==> src/rtl/tomasulo_pkg.sv <==
// Shared Tomasulo datapath constants: result/tag widths, the "no tag" value and the
// indices of the four CDB producers.
package tomasulo_pkg;

  localparam int DATA_W     = 32;
  localparam int LABEL_W    = 4;
  localparam int LABEL_NONE = 0;
  localparam int NUM_SRC    = 4;

  typedef enum logic [1:0] {
    SRC_ALU = 2'd0,
    SRC_MUL = 2'd1,
    SRC_DIV = 2'd2,
    SRC_LS  = 2'd3
  } src_e;

  // Source index that follows the given winner in rotating search order.
  function automatic logic [1:0] src_after(input logic [1:0] idx);
    return idx + 2'd1;
  endfunction

endpackage

==> src/rtl/rr_pick4.sv <==
// Combinational 4-way pick: the first requester found searching upward from start_i
// (mod 4) wins; gnt_o is one-hot, or zero when nothing requests.
module rr_pick4 (
  input  logic [3:0] req_i,
  input  logic [1:0] start_i,
  output logic [3:0] gnt_o,
  output logic [1:0] idx_o
);

  logic [7:0] req_dbl;
  logic [3:0] req_rot;
  logic [1:0] offset;

  // Doubling the vector turns the wrap-around search into a plain rotate.
  assign req_dbl = {req_i, req_i} >> start_i;
  assign req_rot = req_dbl[3:0];

  always_comb begin
    offset = 2'd3;
    if (req_rot[0])      offset = 2'd0;
    else if (req_rot[1]) offset = 2'd1;
    else if (req_rot[2]) offset = 2'd2;
  end

  assign idx_o = start_i + offset;
  assign gnt_o = (|req_i) ? (4'b0001 << idx_o) : 4'b0000;

endmodule

==> src/rtl/cdb_arbiter.sv <==
// Common Data Bus arbiter: same-cycle grant, registered broadcast, starvation and zero-tag flags.
// Define CDB_ROUND_ROBIN_EN for rotating-pointer arbitration; otherwise ALU > MUL > DIV > LS.
module cdb_arbiter #(
  parameter int DATA_W   = tomasulo_pkg::DATA_W,
  parameter int LABEL_W  = tomasulo_pkg::LABEL_W,
  parameter int WAIT_W   = 4,
  parameter int MAX_WAIT = 8
) (
  input  logic               clk,
  input  logic               RST,
  input  logic [3:0]         require,
  input  logic [DATA_W-1:0]  data0,
  input  logic [DATA_W-1:0]  data1,
  input  logic [DATA_W-1:0]  data2,
  input  logic [DATA_W-1:0]  data3,
  input  logic [LABEL_W-1:0] label0,
  input  logic [LABEL_W-1:0] label1,
  input  logic [LABEL_W-1:0] label2,
  input  logic [LABEL_W-1:0] label3,
  output logic [3:0]         requireAC,
  output logic               BCEN,
  output logic [LABEL_W-1:0] BClabel,
  output logic [DATA_W-1:0]  BCdata,
  output logic [3:0]         starve,
  output logic               labelErr
);

  import tomasulo_pkg::*;

  localparam logic [WAIT_W-1:0]  WAIT_SAT = {WAIT_W{1'b1}};
  localparam logic [WAIT_W-1:0]  WAIT_LIM = WAIT_W'(MAX_WAIT);
  localparam logic [LABEL_W-1:0] NO_TAG   = LABEL_W'(LABEL_NONE);

  logic [NUM_SRC-1:0] pick_gnt;
  logic [1:0]         win_idx;
  logic [1:0]         start_ptr;
  logic               granted;

  logic [DATA_W-1:0]  data_arr  [NUM_SRC];
  logic [LABEL_W-1:0] label_arr [NUM_SRC];
  logic [DATA_W-1:0]  win_data;
  logic [LABEL_W-1:0] win_label;

  logic               bcen_q, bcen_d;
  logic [LABEL_W-1:0] label_q, label_d;
  logic [DATA_W-1:0]  data_q, data_d;
  logic               label_err_q, label_err_d;
  logic [NUM_SRC-1:0] starve_q, starve_d;
  logic [WAIT_W-1:0]  wait_q [NUM_SRC];
  logic [WAIT_W-1:0]  wait_d [NUM_SRC];

  assign data_arr  = '{data0, data1, data2, data3};
  assign label_arr = '{label0, label1, label2, label3};

`ifdef CDB_ROUND_ROBIN_EN
  logic [1:0] ptr_q, ptr_d;

  assign start_ptr = ptr_q;

  always_comb begin
    ptr_d = ptr_q;
    if (granted) ptr_d = src_after(win_idx);
  end

  always_ff @(posedge clk) begin
    if (RST) ptr_q <= 2'd0;
    else     ptr_q <= ptr_d;
  end
`else
  assign start_ptr = 2'd0;
`endif

  rr_pick4 u_pick (
    .req_i   (require),
    .start_i (start_ptr),
    .gnt_o   (pick_gnt),
    .idx_o   (win_idx)
  );

  // Grant is gated by reset so a request in the reset cycle releases nobody.
  assign requireAC = RST ? 4'b0000 : pick_gnt;
  assign granted   = |requireAC;
  assign win_data  = data_arr[win_idx];
  assign win_label = label_arr[win_idx];

  always_comb begin
    bcen_d      = granted && (win_label != NO_TAG);
    label_d     = label_q;
    data_d      = data_q;
    label_err_d = label_err_q | (granted && (win_label == NO_TAG));
    if (granted) begin
      label_d = win_label;
      data_d  = win_data;
    end
  end

  always_comb begin
    for (int i = 0; i < NUM_SRC; i++) begin
      if (!require[i] || requireAC[i])  wait_d[i] = '0;
      else if (wait_q[i] == WAIT_SAT)   wait_d[i] = wait_q[i];
      else                              wait_d[i] = wait_q[i] + WAIT_W'(1);
      starve_d[i] = (wait_d[i] >= WAIT_LIM);
    end
  end

  always_ff @(posedge clk) begin
    if (RST) begin
      bcen_q      <= 1'b0;
      label_q     <= '0;
      data_q      <= '0;
      label_err_q <= 1'b0;
      starve_q    <= '0;
      for (int i = 0; i < NUM_SRC; i++) wait_q[i] <= '0;
    end else begin
      bcen_q      <= bcen_d;
      label_q     <= label_d;
      data_q      <= data_d;
      label_err_q <= label_err_d;
      starve_q    <= starve_d;
      for (int i = 0; i < NUM_SRC; i++) wait_q[i] <= wait_d[i];
    end
  end

  assign BCEN     = bcen_q;
  assign BClabel  = label_q;
  assign BCdata   = data_q;
  assign starve   = starve_q;
  assign labelErr = label_err_q;

endmodule

==> config.mk <==
export PLATFORM = sky130hd
export DESIGN_NAME = cdb_arbiter
export DESIGN_NICKNAME = d
export VERILOG_FILES = /design/src/rtl/tomasulo_pkg.sv /design/src/rtl/rr_pick4.sv /design/src/rtl/cdb_arbiter.sv
export SDC_FILE = /design/constraint.sdc
export NUM_CORES = 1
export LEC_CHECK = 0
export BUFFER_PORTS_ARGS = -buffer_cell sky130_fd_sc_hd__buf_2
export CAP_MARGIN = 10
export CORE_MARGIN = 2
export CORE_UTILIZATION = 35
export DETAILED_ROUTE_END_ITERATION = 10
export PLACE_DENSITY = 0.77
export SETUP_SLACK_MARGIN = 0.1
export SLEW_MARGIN = 20
export SYNTH_ARGS = -nofsm -noshare
export SYNTH_HDL_FRONTEND = slang
export SYNTH_HIERARCHICAL = 1
export SYNTH_SLANG_ARGS = --single-unit
==> constraint.sdc <==
create_clock -name clk -period 2.44 [get_ports clk]
set_input_delay 0 -clock clk [delete_from_list [all_inputs] [get_ports clk]]
set_output_delay 0 -clock clk [all_outputs]
set_load 0.02 [all_outputs]
==> results of run 1 <==
-- cells by family after synthesis --
family	Yosys count	synth area share
simple gates	102	0.155
compound gates	93	0.157
flops	55	0.339
mux	40	0.262
buf+inv	34	0.0509
fa+ha+maj	6	0.0231
xor+xnor	4	0.0108
other cells	1	0.00116
-- sequential cells by signal, indices dropped and copies added (netlist names) --
name      count
BCEN          1
BCdata       32
BClabel       4
labelErr      1
starve        2
wait_q       15
-- path summary, 6_finish.rpt --
| check | end | slack [ps] |
|---|---|---|
| worst max-delay path | BCdata[15] | 480 |
| worst min-delay path | wait_q[1][1] | 70 |
| worst min register to register | BClabel[1] | 480 |
| worst max register to register | wait_q[3][1] | 1310 |
-- worst max-delay path, delay by kind of cell --
family	cells	cell delay, ps
buffers and inverters	2	380
AO/OA/AOI/OAI	2	170
AND/OR/NAND/NOR	5	1580
-- cell type report --
type / instances / area, µm² / area share
Sequential cell: 55 / 1100 / 0.249
Timing Repair Buffer: 205 / 1060 / 0.241
Multi-Input combinational cell: 258 / 2030 / 0.460
Tap cell: 111 / 139 / 0.0314
Clock buffer: 6 / 72.6 / 0.0164
Inverter: 3 / 11.3 / 0.00255
-- power by group --
part	internal [W]	total (W)	leakage (nW)	switching [W]
combinational	0.000475	0.00102	1.54	0.000542
sequential	0.000985	0.00103	0.450	0.0000448
clock	0.000192	0.000468	0.0371	0.000276
total	0.00165	0.00251	2.03	0.000863
-- Yosys cell counts (2+ instances only) --
cell type  count  area (µm²)
a31oi_1        4        25.0
buf_2          6        30.0
nand2_1       11        41.3
mux2i_1        4        40.0
or2b_1         2        15.0
dfxtp_1       55        1100
nor2b_1        4        25.0
mux4_2        36         811
nor2_1        27         101
ha_1           6        75.1
a211oi_1       7        52.6
a21oi_1       40         200
nor3_1         5        25.0
nor4_1         2        12.5
inv_1          2        7.51
o21ai_1        3        15.0
buf_4          6        45.0
xnor2_1        4        35.0
nand3_1       44         220
buf_1          3        11.3
o21ai_0       34         170
clkbuf_1      15        56.3
-- layer usage --
metal	GRT usage	part of all wire
met1	0.244	0.40
met2	0.319	0.50
met3	0.0383	0.076
met4	0.0748	0.026
met5	0	0
-- per-stage QoR --
stage | worst slack [ps] | power (W) | utilization | instance area [µm²]
2_1_floorplan | 409 | 0.00173 | - | 3290
3_3_place_gp | 164 | 0.00206 | 0.477 | 4350
3_5_place_dp | 146 | 0.00208 | 0.477 | 4350
4_1_cts | 477 | 0.00255 | 0.485 | 4420
5_1_grt | 325 | 0.00267 | 0.485 | 4420
6_report | 476 | 0.00251 | 0.485 | 4420
==> results.yml, run 1 <==
status:
  outcome: "completed"
cts:
  cts_root_buffer: "clkbuf_8"
  path_clk_slew_ps: 90
  clockBufferDepth: 2
  cts_hold_buf: 0
  cts_setup_buffers: 0
  cts_tree: "built"
  insertion_delay_ps: 300
  cts_resized: 0
  clock_sinks: 55
  numCtsBuffers: 5
  cts.htree.levels: 2
hold_path:
  min_path_cells: 3
  holdCritPathClass: "input pin to flop"
  worstHoldStart: "require[1]"
pwr:
  pwr_density_cell_mw_per_mm2: 569
  vdd_drop_max_mv: 0.240
  power.leakage_nw: 2.03
synth:
  synthFlopType: "dfxtp_1"
  async_reset_ff_frac: 0
  synthesis.instances: 335
  synth_seq_cells: 55
  synth.distinct_cells: 37
  synth_seq_area_share: 0.339
  synth_area_mm2: 0.00324
  synth-edff-count: 0
  yosys_warnings: 6
  syn_area_per_cell_um2: 9.68
detailed_routing:
  ant_nets: 0
  drtIter0Drc: 118
  wire_per_inst_um: 15.7
  vias: 3381
  drcViolationCount: 0
  dr.pass1.iters: 4
  routed_wl_um: 10000
  via_per_inst: 5.30
layout:
  final_common_cell: "buf_2"
  synthToLayoutAreaGrowth_pct: 36.2
  final_nets: 684
  antenna-diode-count: 0
  mostFrequentLayoutCells: "195 x buf_2, 55 x dfxtp_1, 44 x nand3_1"
  fill_cells: 925
  layoutNonFillerInstCount: 638
  layout-drive-gt1-share: 0.482
global_route:
  grt_pass1_vias: 3249
  grt.total_usage: 0.191
  grt_pass1_wl_um: 15400
  antenna_found_initial: 0
  grt_max_degree: 44
  globalRouteOverflowTotal: 0
floorplan:
  core_mm2: 0.00911
  die_x_um: 100
  die_area_mm2: 0.0101
  start_util: 0.356
  num_io_pins: 196
  row_count: 35
  die_h_um: 100
timing:
  rsz0062_at_grt: "no"
  post-route-min-period_ps: 1960
  worst_pin_slew_ps: 614
  worst_hold_slack_ps: 65.5
  maxSlewViolCount: 0
  fin_tns_setup_ps: 0
  maxSlewHeadroom: 0.590
  clock.fmax_ghz: 0.509
  setup_viol: 0
  skew_ps: 5.65
  hold_viol: 0
  final.period_utilization: 0.805
worst_setup_path:
  r2r_start: "wait_q[3][0]"
  cp.arrival_ps: 2150
  startpoint: "require[0]"
  cp-end-kind: "flop"
  r2r_cells: 4
  worstPathRequired_ps: 2620
  crit_slowest_cell: "or4_4"
  worst-setup-path-type: "input pin to flop"
  cp_common_cell: "a21oi_1"
  critPathLaunchType: "input pin"
  max_stage_delay_ps: 560
  path_cells: "buf_2 > or2b_1 > a21oi_1 > or4_4 > and3_1 > or4_1 > buf_4 > nand3_1 > a21oi_1"
  path_max_fanout: 22
place:
  place_congestion: 0.848
  place_inst: 632
  port_buffers: 195
  hpwl_um: 8150
job:
  maxCapViolCount: 0
Power figures use the tool's default switching activity.
==> run 2: changes to the inputs <==
--- a/config.mk
+++ b/config.mk
@@ -10,7 +10,7 @@
 export CORE_MARGIN = 2
 export CORE_UTILIZATION = 35
 export DETAILED_ROUTE_END_ITERATION = 10
-export PLACE_DENSITY = 0.77
+export PLACE_DENSITY = 0.8
 export SETUP_SLACK_MARGIN = 0.1
 export SLEW_MARGIN = 20
 export SYNTH_ARGS = -nofsm -noshare
==> constraint.sdc (replaced) <==
create_clock -name clk -period 1.6 [get_ports clk]
set_input_delay 0 -clock clk [delete_from_list [all_inputs] [get_ports clk]]
set_output_delay 0 -clock clk [all_outputs]
set_load 0.02 [all_outputs]
==> run 2 against run 1 <==
The flow now finishes with violations (negative setup slack). Wire length rose by 3.3%. Register-to-register slack got worse by 840 ps. First-iteration DRC count fell by 22%. Final area rose by 13%. Hold slack got worse by 49 ps. Critical path type unchanged. Largest cell class unchanged.
==> results.yml, run 2 (synthesis results as in run 1) <==
cts:
  clockBufferDepth: 2
  cts_tree: "built"
  cts.htree.levels: 2
  cts_hold_buf: 0
  clock_sinks: 55
  numCtsBuffers: 5
  path_clk_slew_ps: 110
  cts_root_buffer: "clkbuf_8"
  insertion_delay_ps: 300
layout:
  design_area_mm2: 0.00499
  multi_input_area_mm2: 0.00217
  largest_reg_flops: 32
  layoutNonFillerInstCount: 672
  final_nets: 716
  layout-drive-gt1-share: 0.558
  synthToLayoutAreaGrowth_pct: 53.7
  final_common_cell: "buf_2"
  fill_cells: 816
  mostFrequentLayoutCells: "191 x buf_2, 55 x dfxtp_1, 44 x nand3_1"
  antenna-diode-count: 0
  fin_util: 0.548
  seq_area_mm2: 0.00110
worst_setup_path:
  worst-setup-path-type: "input pin to flop"
  path_depth: 10
  cp-end-kind: "flop"
  critPathLaunchType: "input pin"
  crit_family: "simple AND/OR/NAND/NOR gates"
  r2r_cells: 4
  path_max_fanout: 7
  cp.arrival_ps: 2160
  regToRegSetupSlack_ps: 470
  worstPathRequired_ps: 1860
  max_stage_delay_ps: 530
  crit_buf_inv: 3
  crit_slowest_cell: "or4_4"
  path_cells: "buf_8 > or2b_1 > a21oi_2 > or4_4 > buf_4 > nand2_4 > buf_12 > mux4_2 > nor4_4 > a22o_1"
detailed_routing:
  vias: 3509
  wire_per_inst_um: 15.4
  drtIter0Drc: 92
  dr.pass1.iters: 4
  via_per_inst: 5.22
  ant_nets: 0
  routed_wl_um: 10300
  drcViolationCount: 0
job:
  maxCapViolCount: 0
global_route:
  grt_pass1_wl_um: 15900
  globalRouteOverflowTotal: 0
  grt_pass1_vias: 3520
  grt.total_usage: 0.196
  grt_max_degree: 69
  antenna_found_initial: 0
floorplan:
  core_mm2: 0.00911
  die_x_um: 100
  start_util: 0.356
  row_count: 35
  die_area_mm2: 0.0101
  num_io_pins: 196
  die_h_um: 100
place:
  port_buffers: 195
  place_inst: 650
  hpwl_um: 7830
  place_congestion: 0.795
  dpl_cell_area_mm2: 0.00454
  dpl_worst_slack_ps: -580
timing:
  hold_viol: 0
  setup_viol: 41
  clock.fmax_ghz: 0.529
  skew_ps: 8.74
  fin_tns_setup_ps: -9660
  maxSlewViolCount: 0
  setup_ws_ps: -291
  final.period_utilization: 1.18
  worst_pin_slew_ps: 994
  rsz0062_at_grt: "yes"
  maxSlewHeadroom: 0.331
  post-route-min-period_ps: 1890
pwr:
  pwr-share-seq: 0.356
  pwr_density_cell_mw_per_mm2: 886
  power_switching_share: 0.346
  power.leakage_nw: 2.27
  p_int_w: 0.00289
  clkPwrFrac: 0.182
  vdd_drop_max_mv: 0.405
  switchingPower_w: 0.00153
  combPwrFrac: 0.462
hold_path:
  holdCritPathClass: "input pin to flop"
  min_path_cells: 3
status:
  outcome: "finished with violations"
  violations: "negative setup slack"
[run 2: path summary, 6_finish.rpt]
| check | from | endpoint |
|---|---|---|
| min | require[1] | wait_q[1][3] |
| max reg2reg | wait_q[1][0] | wait_q[1][0] |
| max | require[0] | labelErr |
| min reg2reg | BCdata[26] | BCdata[26] |
[run 2: cell type report]
class / instances / share of cell area
timing repair buffer: 237 / 0.296
sequential: 55 / 0.221
inverter: 3 / 0.00226
multi-input combinational: 258 / 0.435
clock inverter: 3 / 0.00477
tap: 111 / 0.0278
clock buffer: 5 / 0.0138
[run 2: worst reg2reg max path, cell delays in order (launching register included)]
cell and delay (ps):
dfxtp_1 400, ha_1 230, nand3_1 150, xnor2_1 200
nor2_1 50
[run 2: power groups by stage]
| stage | sequential (W) | clock (W) | combinational [W] |
|---|---|---|---|
| 2_1_floorplan | 0.00174 | 0 | 0.000944 |
| 3_3_place_gp | 0.00159 | 0 | 0.00163 |
| 3_5_place_dp | 0.00160 | 0 | 0.00167 |
| 4_1_cts | 0.00157 | 0.000821 | 0.00192 |
| 5_1_grt | 0.00159 | 0.000875 | 0.00219 |
| 6_report | 0.00157 | 0.000806 | 0.00204 |
[run 2: layer usage]
metal  routed length, µm  track usage
met5                   0            0
met4                  94       0.0411
met3                 670       0.0460
met1                3790        0.210
met2                5780        0.385
[run 2: metrics by stage]
step	hold slack [ps]	total power, W
2_1_floorplan	185	0.00269
3_3_place_gp	377	0.00322
3_5_place_dp	381	0.00327
4_1_cts	25.0	0.00431
5_1_grt	5.31	0.00465
6_report	16.2	0.00442
[run 2: what timing repair did]
item / CTS / global route
setup endpoints to repair: 42 / 57
resized for setup: 31 / 39
pin swaps: 9 / 2
gates cloned: 2 / 1
setup buffers: 8 / 3
endpoints found under the hold margin: 0 / 0
